$ cat config.mk
export PLATFORM = sky130hd
export DESIGN_NAME = cas_tape_player_flat
export DESIGN_NICKNAME = d
export VERILOG_FILES = /design/src/rtl/cas_tape_player_if.sv /design/src/rtl/cas_tape_player.sv /design/src/flat_wrapper.sv
export SDC_FILE = /design/constraint.sdc
export NUM_CORES = 1
export LEC_CHECK = 0
export CORE_ASPECT_RATIO = 1.1
export CORE_MARGIN = 2
export CORE_UTILIZATION = 54
export CTS_CLUSTER_DIAMETER = 60
export CTS_CLUSTER_SIZE = 20
export DETAILED_ROUTE_END_ITERATION = 12
export GPL_TIMING_DRIVEN = 0
export MAX_ROUTING_LAYER = met4
export PLACE_DENSITY_LB_ADDON = 0.3
export SLEW_MARGIN = 20
export SYNTH_ARGS = -nofsm -noshare
export SYNTH_HDL_FRONTEND = slang
export SYNTH_SLANG_ARGS = --single-unit
export TNS_END_PERCENT = 30
$ cat constraint.sdc
create_clock -name clock -period 3.1 [get_ports clock]
set_clock_uncertainty 0.05 [all_clocks]
set_input_delay 0.775 -clock clock [delete_from_list [all_inputs] [get_ports clock]]
set_output_delay 0.775 -clock clock [all_outputs]
set_load 0.01 [all_outputs]
$ cat src/rtl/cas_tape_player_if.sv
// Byte stream handshake into the cassette player FIFO.
// A byte is transferred on a clock where in_valid and in_ready are both high.
interface cas_tape_player_if;
    logic [7:0] in_data;
    logic       in_valid;
    logic       in_ready;

    modport master (output in_data, output in_valid, input  in_ready);
    modport slave  (input  in_data, input  in_valid, output in_ready);
endinterface

$ cat src/rtl/cas_tape_player.sv
// Colour Genie cassette pulse-train player: buffers CAS bytes and plays them MSB-first as clock/data pulses.
// Optional macro CAS_MOTOR_EN adds a motor input that freezes the serialiser while low.
module cas_tape_player #(
    parameter int unsigned BIT_CYCLES   = 29556,
    parameter int unsigned PULSE_CYCLES = 1478,
    parameter int unsigned FIFO_AW      = 4
) (
    input  logic                 clock,
    input  logic                 reset,
    cas_tape_player_if.slave     in_bus,
    input  logic                 play,
    input  logic                 flush,
`ifdef CAS_MOTOR_EN
    input  logic                 motor,
`endif
    output logic                 tape_out,
    output logic                 busy,
    output logic                 underrun,
    output logic [23:0]          byte_count
);
    localparam int unsigned DEPTH = 2 ** FIFO_AW;
    localparam int unsigned CW    = $clog2(BIT_CYCLES);

    localparam logic [FIFO_AW:0] C_DEPTH     = (FIFO_AW + 1)'(DEPTH);
    localparam logic [CW-1:0]    C_PULSE_END = CW'(PULSE_CYCLES - 1);
    localparam logic [CW-1:0]    C_HALF_END  = CW'(BIT_CYCLES / 2 - 1);
    localparam logic [CW-1:0]    C_DATA_END  = CW'(BIT_CYCLES / 2 + PULSE_CYCLES - 1);
    localparam logic [CW-1:0]    C_CELL_END  = CW'(BIT_CYCLES - 1);

    localparam logic [2:0] S_IDLE       = 3'd0;
    localparam logic [2:0] S_LOAD       = 3'd1;
    localparam logic [2:0] S_CLK_PULSE  = 3'd2;
    localparam logic [2:0] S_CLK_GAP    = 3'd3;
    localparam logic [2:0] S_DATA_PULSE = 3'd4;
    localparam logic [2:0] S_DATA_GAP   = 3'd5;

    logic [7:0]         r_mem [DEPTH];
    logic [7:0]         r_rd_data;
    logic [FIFO_AW-1:0] r_wr_ptr;
    logic [FIFO_AW-1:0] r_rd_ptr;
    logic [FIFO_AW:0]   r_count;

    logic [2:0]         r_state;
    logic [CW-1:0]      r_cnt;
    logic [7:0]         r_shift;
    logic [2:0]         r_bit_idx;
    logic               r_tape;
    logic               r_underrun;
    logic               r_uflag;
    logic [23:0]        r_byte_count;

    logic               w_run;
    logic               w_full;
    logic               w_empty;
    logic               w_push;
    logic               w_pop;
    logic [2:0]         w_state_next;
    logic [CW-1:0]      w_cnt_next;
    logic [7:0]         w_shift_next;
    logic [2:0]         w_bit_next;
    logic               w_byte_done;
    logic               w_underrun_next;
    logic               w_uflag_next;
    logic               w_tape_next;

`ifdef CAS_MOTOR_EN
    assign w_run = motor;
`else
    assign w_run = 1'b1;
`endif

    // in_ready comes from the registered count, so a pop never opens a slot in the same cycle
    assign w_full          = (r_count == C_DEPTH);
    assign w_empty         = (r_count == '0);
    assign in_bus.in_ready = ~w_full;
    assign w_push          = in_bus.in_valid & ~w_full & ~flush;
    assign w_pop           = (r_state == S_LOAD) & w_run;

    always_ff @(posedge clock) begin
        if (w_push) begin
            r_mem[r_wr_ptr] <= in_bus.in_data;
        end
        r_rd_data <= r_mem[r_rd_ptr];
    end

    always_comb begin
        w_state_next    = r_state;
        w_cnt_next      = r_cnt;
        w_shift_next    = r_shift;
        w_bit_next      = r_bit_idx;
        w_byte_done     = 1'b0;
        w_underrun_next = 1'b0;
        w_uflag_next    = w_empty ? r_uflag : 1'b0;
        if (w_run) begin
            case (r_state)
                S_IDLE: begin
                    if (play) begin
                        if (!w_empty) begin
                            w_state_next = S_LOAD;
                        end else if (!r_uflag) begin
                            w_underrun_next = 1'b1;
                            w_uflag_next    = 1'b1;
                        end
                    end
                end
                S_LOAD: begin
                    w_shift_next = r_rd_data;
                    w_bit_next   = 3'd7;
                    w_cnt_next   = '0;
                    w_state_next = S_CLK_PULSE;
                end
                S_CLK_PULSE: begin
                    w_cnt_next = r_cnt + CW'(1);
                    if (r_cnt == C_PULSE_END) w_state_next = S_CLK_GAP;
                end
                S_CLK_GAP: begin
                    w_cnt_next = r_cnt + CW'(1);
                    if (r_cnt == C_HALF_END) w_state_next = S_DATA_PULSE;
                end
                S_DATA_PULSE: begin
                    w_cnt_next = r_cnt + CW'(1);
                    if (r_cnt == C_DATA_END) w_state_next = S_DATA_GAP;
                end
                S_DATA_GAP: begin
                    if (r_cnt == C_CELL_END) begin
                        w_cnt_next   = '0;
                        w_shift_next = {r_shift[6:0], 1'b0};
                        w_bit_next   = r_bit_idx - 3'd1;
                        if (r_bit_idx == 3'd0) begin
                            // play is only honoured here, so bytes are never cut short
                            w_byte_done = 1'b1;
                            if (play && !w_empty) begin
                                w_state_next = S_LOAD;
                            end else begin
                                w_state_next = S_IDLE;
                                if (play) begin
                                    w_underrun_next = 1'b1;
                                    w_uflag_next    = 1'b1;
                                end
                            end
                        end else begin
                            w_state_next = S_CLK_PULSE;
                        end
                    end else begin
                        w_cnt_next = r_cnt + CW'(1);
                    end
                end
                default: w_state_next = S_IDLE;
            endcase
        end
        // Output level derived from the state being entered keeps tape_out aligned and registered
        w_tape_next = (w_state_next == S_CLK_PULSE) ||
                      ((w_state_next == S_DATA_PULSE) && w_shift_next[7]);
    end

    always_ff @(posedge clock) begin
        if (reset || flush) begin
            r_wr_ptr     <= '0;
            r_rd_ptr     <= '0;
            r_count      <= '0;
            r_state      <= S_IDLE;
            r_cnt        <= '0;
            r_shift      <= '0;
            r_bit_idx    <= '0;
            r_tape       <= 1'b0;
            r_underrun   <= 1'b0;
            r_uflag      <= 1'b0;
            r_byte_count <= '0;
        end else begin
            if (w_push) r_wr_ptr <= r_wr_ptr + FIFO_AW'(1);
            if (w_pop)  r_rd_ptr <= r_rd_ptr + FIFO_AW'(1);
            case ({w_push, w_pop})
                2'b10:   r_count <= r_count + (FIFO_AW + 1)'(1);
                2'b01:   r_count <= r_count - (FIFO_AW + 1)'(1);
                default: r_count <= r_count;
            endcase
            r_state    <= w_state_next;
            r_cnt      <= w_cnt_next;
            r_shift    <= w_shift_next;
            r_bit_idx  <= w_bit_next;
            r_tape     <= w_tape_next;
            r_underrun <= w_underrun_next;
            r_uflag    <= w_uflag_next;
            if (w_byte_done && (r_byte_count != 24'hFFFFFF)) begin
                r_byte_count <= r_byte_count + 24'd1;
            end
        end
    end

    assign tape_out   = r_tape;
    assign busy       = (r_state != S_IDLE);
    assign underrun   = r_underrun;
    assign byte_count = r_byte_count;
endmodule

$ cat src/flat_wrapper.sv
// flat-port wrapper written by rule: the top's interface ports become plain ports
module cas_tape_player_flat 
#(
    parameter int unsigned BIT_CYCLES   = 29556,
    parameter int unsigned PULSE_CYCLES = 1478,
    parameter int unsigned FIFO_AW      = 4
)
  (clock, reset, play, flush, tape_out, busy, underrun, byte_count, in_bus_in_data, in_bus_in_valid, in_bus_in_ready);
  cas_tape_player_if in_bus_i ();
  input  logic clock;
  input  logic reset;
  input  logic play;
  input  logic flush;
  output logic tape_out;
  output logic busy;
  output logic underrun;
  output logic [23:0] byte_count;
  input wire logic [$bits(in_bus_i.in_data)-1:0] in_bus_in_data;
  input wire logic [$bits(in_bus_i.in_valid)-1:0] in_bus_in_valid;
  output wire logic [$bits(in_bus_i.in_ready)-1:0] in_bus_in_ready;
  assign in_bus_i.in_data = in_bus_in_data;
  assign in_bus_i.in_valid = in_bus_in_valid;
  assign in_bus_in_ready = in_bus_i.in_ready;
  cas_tape_player #(.BIT_CYCLES(BIT_CYCLES), .PULSE_CYCLES(PULSE_CYCLES), .FIFO_AW(FIFO_AW)) u_core (.clock(clock), .reset(reset), .in_bus(in_bus_i), .play(play), .flush(flush), .tape_out(tape_out), .busy(busy), .underrun(underrun), .byte_count(byte_count));
endmodule
* Word-level counts from Yosys, hierarchy flattened
Memories as Yosys holds them, arrays and structs flattened. A register that Yosys moved wholly into a read port is not among the register bits. Index checks and enable logic that the tools add are counted.
Word-level totals: bits in registers 69, bits in writable memories 128, bits of input ports 13, output and inout bits 28, memories 1
Memory list:
- u_core.r_mem | words 16, bits a word 8, read ports 1, clocked after Yosys merged registers in 1, write ports 1, line cas_tape_player.sv:37 | logic [7:0] r_mem [DEPTH];
Cells by class: add/subtract/negate cells 7, equality and inequality tests 16, muxes and demuxes 38, bitwise gates (word level) 4, reduce and logical (&&, ||, !) cells 15
Operators by type and width (number):
- 15-bit one-hot mux with 3 select lines | 1
- 15-bit by 14-bit == test with 1-bit output (second input constant) | 2
- 24-bit by 1-bit adder with 24-bit output (second input constant) | 1
- 24-bit != test (second input constant) | 1
- 1-bit 2-to-1 mux | 21
- 3-bit 2-to-1 mux | 7
- 3-bit one-hot mux with 6 select lines | 1
- 8-bit one-hot mux with 2 select lines | 1
- 15-bit by 1-bit adder with 15-bit output (second input constant) | 1
- 15-bit by 11-bit == test with 1-bit output (second input constant) | 1
- 15-bit == test (second input constant) | 1
- 15-bit 2-to-1 mux | 1
- 5-bit one-hot mux with 2 select lines | 1
- 3-bit by 2-bit == test with 1-bit output (second input constant) | 3
- 3-bit == test (second input constant) | 3
- 4-bit by 1-bit adder with 4-bit output (second input constant) | 2
- 8-bit 2-to-1 mux | 1
- 3-bit zero test | 2
- 3-bit one-hot mux with 2 select lines | 1
- 3-bit nonzero test | 2
- 5-bit by 1-bit adder with 5-bit output (second input constant) | 1
- 5-bit == test (second input constant) | 1
- 5-bit zero test | 1
- 5-bit by 1-bit subtractor with 5-bit output (second input constant) | 1
- 15 further kinds | 22

* Longest topological paths before layout
word-level depth 10, depth in mapped cells 11

* Worst setup path before layout
No wires, ideal clock.
path type input to register, start point in flush, end point reg u_core.r_count[4], setup time 0.070 ns, arrival 2.832 ns, required time 2.980 ns, path slack 0.147 ns, cell stages on the path 9, path buffers 0, cell sequence a211oi_1 > inv_1 > ha_1 > fa_1 > a21o_1 > a21oi_1 > xor2_1 > or3_1 > a21oi_1
On the way: longest elaborated chain between the ends 4
RTL lines:
- start: declaration | line flat_wrapper.sv:13 | input logic flush;
- 1-bit NOT | line cas_tape_player.sv:76 | assign w_push = in_bus.in_valid & ~w_full & ~flush;
- 1-bit AND | line cas_tape_player.sv:76
- 2-bit by 1-bit == test with 1-bit output or 2-bit == test (tied branches) | line cas_tape_player.sv:172 | case ({w_push, w_pop})
- 5-bit one-hot mux with 2 select lines or 2-bit nonzero test (tied branches)
- end signal: assignment | line cas_tape_player.sv:173 | 2'b10: r_count <= r_count + (FIFO_AW + 1)'(1);
- end signal: assignment | line cas_tape_player.sv:174 | 2'b01: r_count <= r_count - (FIFO_AW + 1)'(1);
- end signal: assignment | line cas_tape_player.sv:175 | default: r_count <= r_count;
- end: declaration | line cas_tape_player.sv:41 | logic [FIFO_AW:0] r_count;
Several ways; a longest one is shown, not always the timed one. A chain may end at the register's enable or synchronous reset.

* Final worst setup path
start point reg u_core.r_count[0], end point out in_bus_in_ready
On the way: longest elaborated chain between the ends 2
RTL lines:
- 5-bit == test | line cas_tape_player.sv:73 | assign w_full = (r_count == C_DEPTH);
- 1-bit NOT | line cas_tape_player.sv:75 | assign in_bus.in_ready = ~w_full;
- end: declaration | line flat_wrapper.sv:20 | output wire logic [$bits(in_bus_i.in_ready)-1:0] in_bus_in_ready;
No other way between the ends.

==> results.md <==
- Status: finished, final reports clean
- Min Hold Slack: 403 ps
- Post-DP HPWL: about 12 mm
- Remaining antenna violation count after routing: 0
- Final worst path period share: 94.1%
- P&R area growth vs syn: 14.3%
- Commonest non-fill, non-tap cells in the layout: 128 x edfxtp_1, 75 x dfxtp_1, 68 x nor2_1, 40 x mux4_2, 39 x clkdlybuf4s50_1
- Layout Nets: ~710
- Rows: 48
- Port Buffer Count: 40
- Final max-slew violation count: 0
- Design area: between 9000 and 10000 sq um
- Syn Inst Count: 626
- Startpoint Class: register
- Htree depth: 1
- Final setup fails: 0
- P_leak: slightly above 3 nW
- Max Clk Rate: roughly 340 MHz
- Crit-path max FO: 4
- Routability cong.: 0.921
- CTS Hold Buffers Added: 0
- CP required: around 2300 ps
- Max Buffers Root-to-Sink: 3
- Filler Cell Count: ~1200
- Seq. cell area: approximately 5400 sq um
- Maxcap violations: 0
- Ys async rst share: 0%
- Setup ws final: 184 ps
- Die width: 124 um
- Post-layout min period: 2920 ps
- Clock Power Share: between 40 and 50%
- IO Pins: between 40 and 50
- Placement Cell Area: between 9000 and 10000 sq um
- GR Overflow Total: 0
- Gate power share: approximately 2.3%
- Sequential Power Share: a little under three fifths
- Synthesized flop and latch total: between 200 and 250
- Total track usage: a little over a fifth
- Sw Share: between 20% and 30%
- Max stage delay on crit path: ~580 ps
- CP Class: register to output pin
- Primary FF master, synth: edfxtp_1
- Final hold violation count: 0
- DRT Pass-1 Iters: 5
- P_sw: 0.00103 W
- Core area: around 16000 sq um
- Clk sinks: 205
- Worst slew margin: 40.3%
- P per Cell Area: ~520 nW/um^2
- Worst VDD drop: between 0.5 and 0.6 mV
- Synth Area per Inst: approximately 14 sq um
- Cell area after synthesis: about 8600 sq um
- Layout cell share with drive strength beyond 1: approximately an eighth
- Clk slew on worst S/H paths: around 70 ps
- CP top delay family: simple AND/OR/NAND/NOR gates
- TritonCTS Buffers: 16
- Wire per inst: about 20 um
- Pre-CTS setup slack: -887 ps
- WL final: ~18 mm
- Synth Net Count: between 600 and 700
- Pin count of the biggest net entering global routing: 21
- Initial antenna violation count: 0
- CTS tree: done
- Clk_lat worst skew: approximately 490 ps
- Die Area: around 17000 sq um
- Critical path, cell by cell: nor4_2 > nand2_1 > clkdlybuf4s50_1
- Post-synth EDFFs: 128
- WP data arrival: between 2000 and 2500 ps
- Yosys synthesis warning count: 0
- Sequential area share after synthesis: a little over three fifths
- RSZ-0062 raised after global routing: no
- Root buffer cell: clkbuf_16
- Vias in the first global route: 5373
- N_diodes: 0
- Worst-margin pin slew: roughly 900 ps
- Critical path's slowest cell: nor4_2
- Synth unique cells: 62
- Buf+Inv Stages, Crit Path: 1
- Avg Vias per Cell: roughly 6.2
- Total number of vias: approximately 5500
- Initial Utilization: between 50% and 60%
- Drt first-iter violations: around 600
- Internal power: approximately 0.0041 W
- Die Span Y: approximately 140 um
- Multi-input gate area: around 3100 sq um
- Commonest non-fill, non-tap cell in the layout: edfxtp_1
- HP Class: register to register
- First-pass GRT wire length: roughly 28 mm
- Element type at the critical path end: output pin
- Residual DRC: 0
## Yosys cell counts, types with 4 or more instances
master,number,area (sq um)
ha_1,14,175
a21oi_1,30,150
or4_1,12,90.1
nor2_1,69,259
xnor2_1,9,78.8
mux2i_1,5,50.1
edfxtp_1,128,3840
clkbuf_1,23,86.3
inv_1,12,45.0
mux4_2,40,901
and3_1,5,31.3
nand3_1,15,75.1
a222oi_1,6,60.1
or2_2,4,25.0
buf_1,4,15.0
or3_1,6,37.5
o31ai_1,11,82.6
dfxtp_1,77,1540
and4_1,4,35.0
nand2_1,36,135
nor4_1,6,37.5
xor2_1,14,123
nand4_1,12,75.1
nand2b_1,6,37.5
o21ai_0,8,40.0
nor3_1,10,50.1
nor2b_1,5,31.3
## cells by family after synthesis
family          share of synthesized area [%]
xor+xnor                                 2.34
mux                                      11.2
fa+ha+maj                                2.27
simple gates                             13.2
buf+inv                                  1.90
compound gates                           6.58
flops                                    62.5
## routing by layer
layer	vias up	track usage (%)	wire, um
li1	2521	-	-
met1	2780	26.1	7160
met2	178	38.7	9330
met3	37	3.42	923
met4	0	6.93	521
met5	-	-	0
## through the flow
| step | TNS [ps] | std cells | util [%] | total power (W) |
|---|---|---|---|---|
| after floorplan | 0 | 626 | - | 0.00302 |
| after global placement | -57250 | 866 | 59.1 | 0.00308 |
| after detailed placement | -52040 | 866 | 59.2 | 0.00309 |
| after CTS | 0 | 889 | 62.7 | 0.00520 |
| after global routing | 0 | 889 | 62.8 | 0.00531 |
| final | 0 | 889 | 62.8 | 0.00516 |
## power by group through the flow
stage	clock network (W)	registers, W	logic, W
2_1_floorplan	0	0.00297	0.0000504
3_3_place_gp	0	0.00297	0.000110
3_5_place_dp	0	0.00297	0.000115
4_1_cts	0.00217	0.00291	0.000117
5_1_grt	0.00227	0.00291	0.000128
6_report	0.00213	0.00291	0.000117
## layout make-up
type,count,share of cell area [%]
Timing Repair Buffer,41,4.13
Buffer,28,1.16
Multi-Input combinational cell,379,31.5
Clock inverter,6,1.04
Inverter,12,0.458
Sequential cell,205,54.8
Tap cell,200,2.54
Clock buffer,18,4.36
## worst reg2reg max path, stage by stage (launching register included)
cell	delay [ps]
dfxtp_1	440
clkbuf_2	270
nor2_2	110
clkbuf_2	220
ha_1	310
fa_1	430
a21o_1	200
a21oi_1	210
xor2_1	100
or3_1	320
a21oi_1	130
## sequential cells by signal, indices dropped and copies added, names as in the netlist
signal	count
u_core.r_mem	128
u_core.tape_out	1
u_core.r_cnt	15
u_core.r_shift	8
u_core.r_uflag	1
u_core.r_count	5
u_core.r_rd_data	8
u_core.underrun	1
u_core.r_state	3
u_core.byte_count	24
u_core.r_rd_ptr	4
u_core.r_bit_idx	3
u_core.r_wr_ptr	4
## worst paths after layout
kind	startpoint	end	slack [ps]	cells past startpoint
setup reg to reg	u_core.r_state[2]$_SDFF_PP0_	u_core.r_count[4]$_SDFFE_PP0P_	230	10
hold / removal	u_core.r_uflag$_SDFF_PP0_	u_core.r_uflag$_SDFF_PP0_	400	2
hold reg to reg	u_core.r_uflag$_SDFF_PP0_	u_core.r_uflag$_SDFF_PP0_	400	2
setup / recovery	u_core.r_count[0]$_SDFFE_PP0P_	in_bus_in_ready	180	3
## timing repair
| item | 4_1_cts | 5_1_grt |
|---|---|---|
| hold endpoints to repair | 0 | 0 |
| pin swaps | 1 | 1 |
| gates resized for setup | 6 | 4 |
| setup endpoints to repair | 2 | 2 |
| buffers inserted | 0 | 1 |
Power figures use the tool's default switching activity.
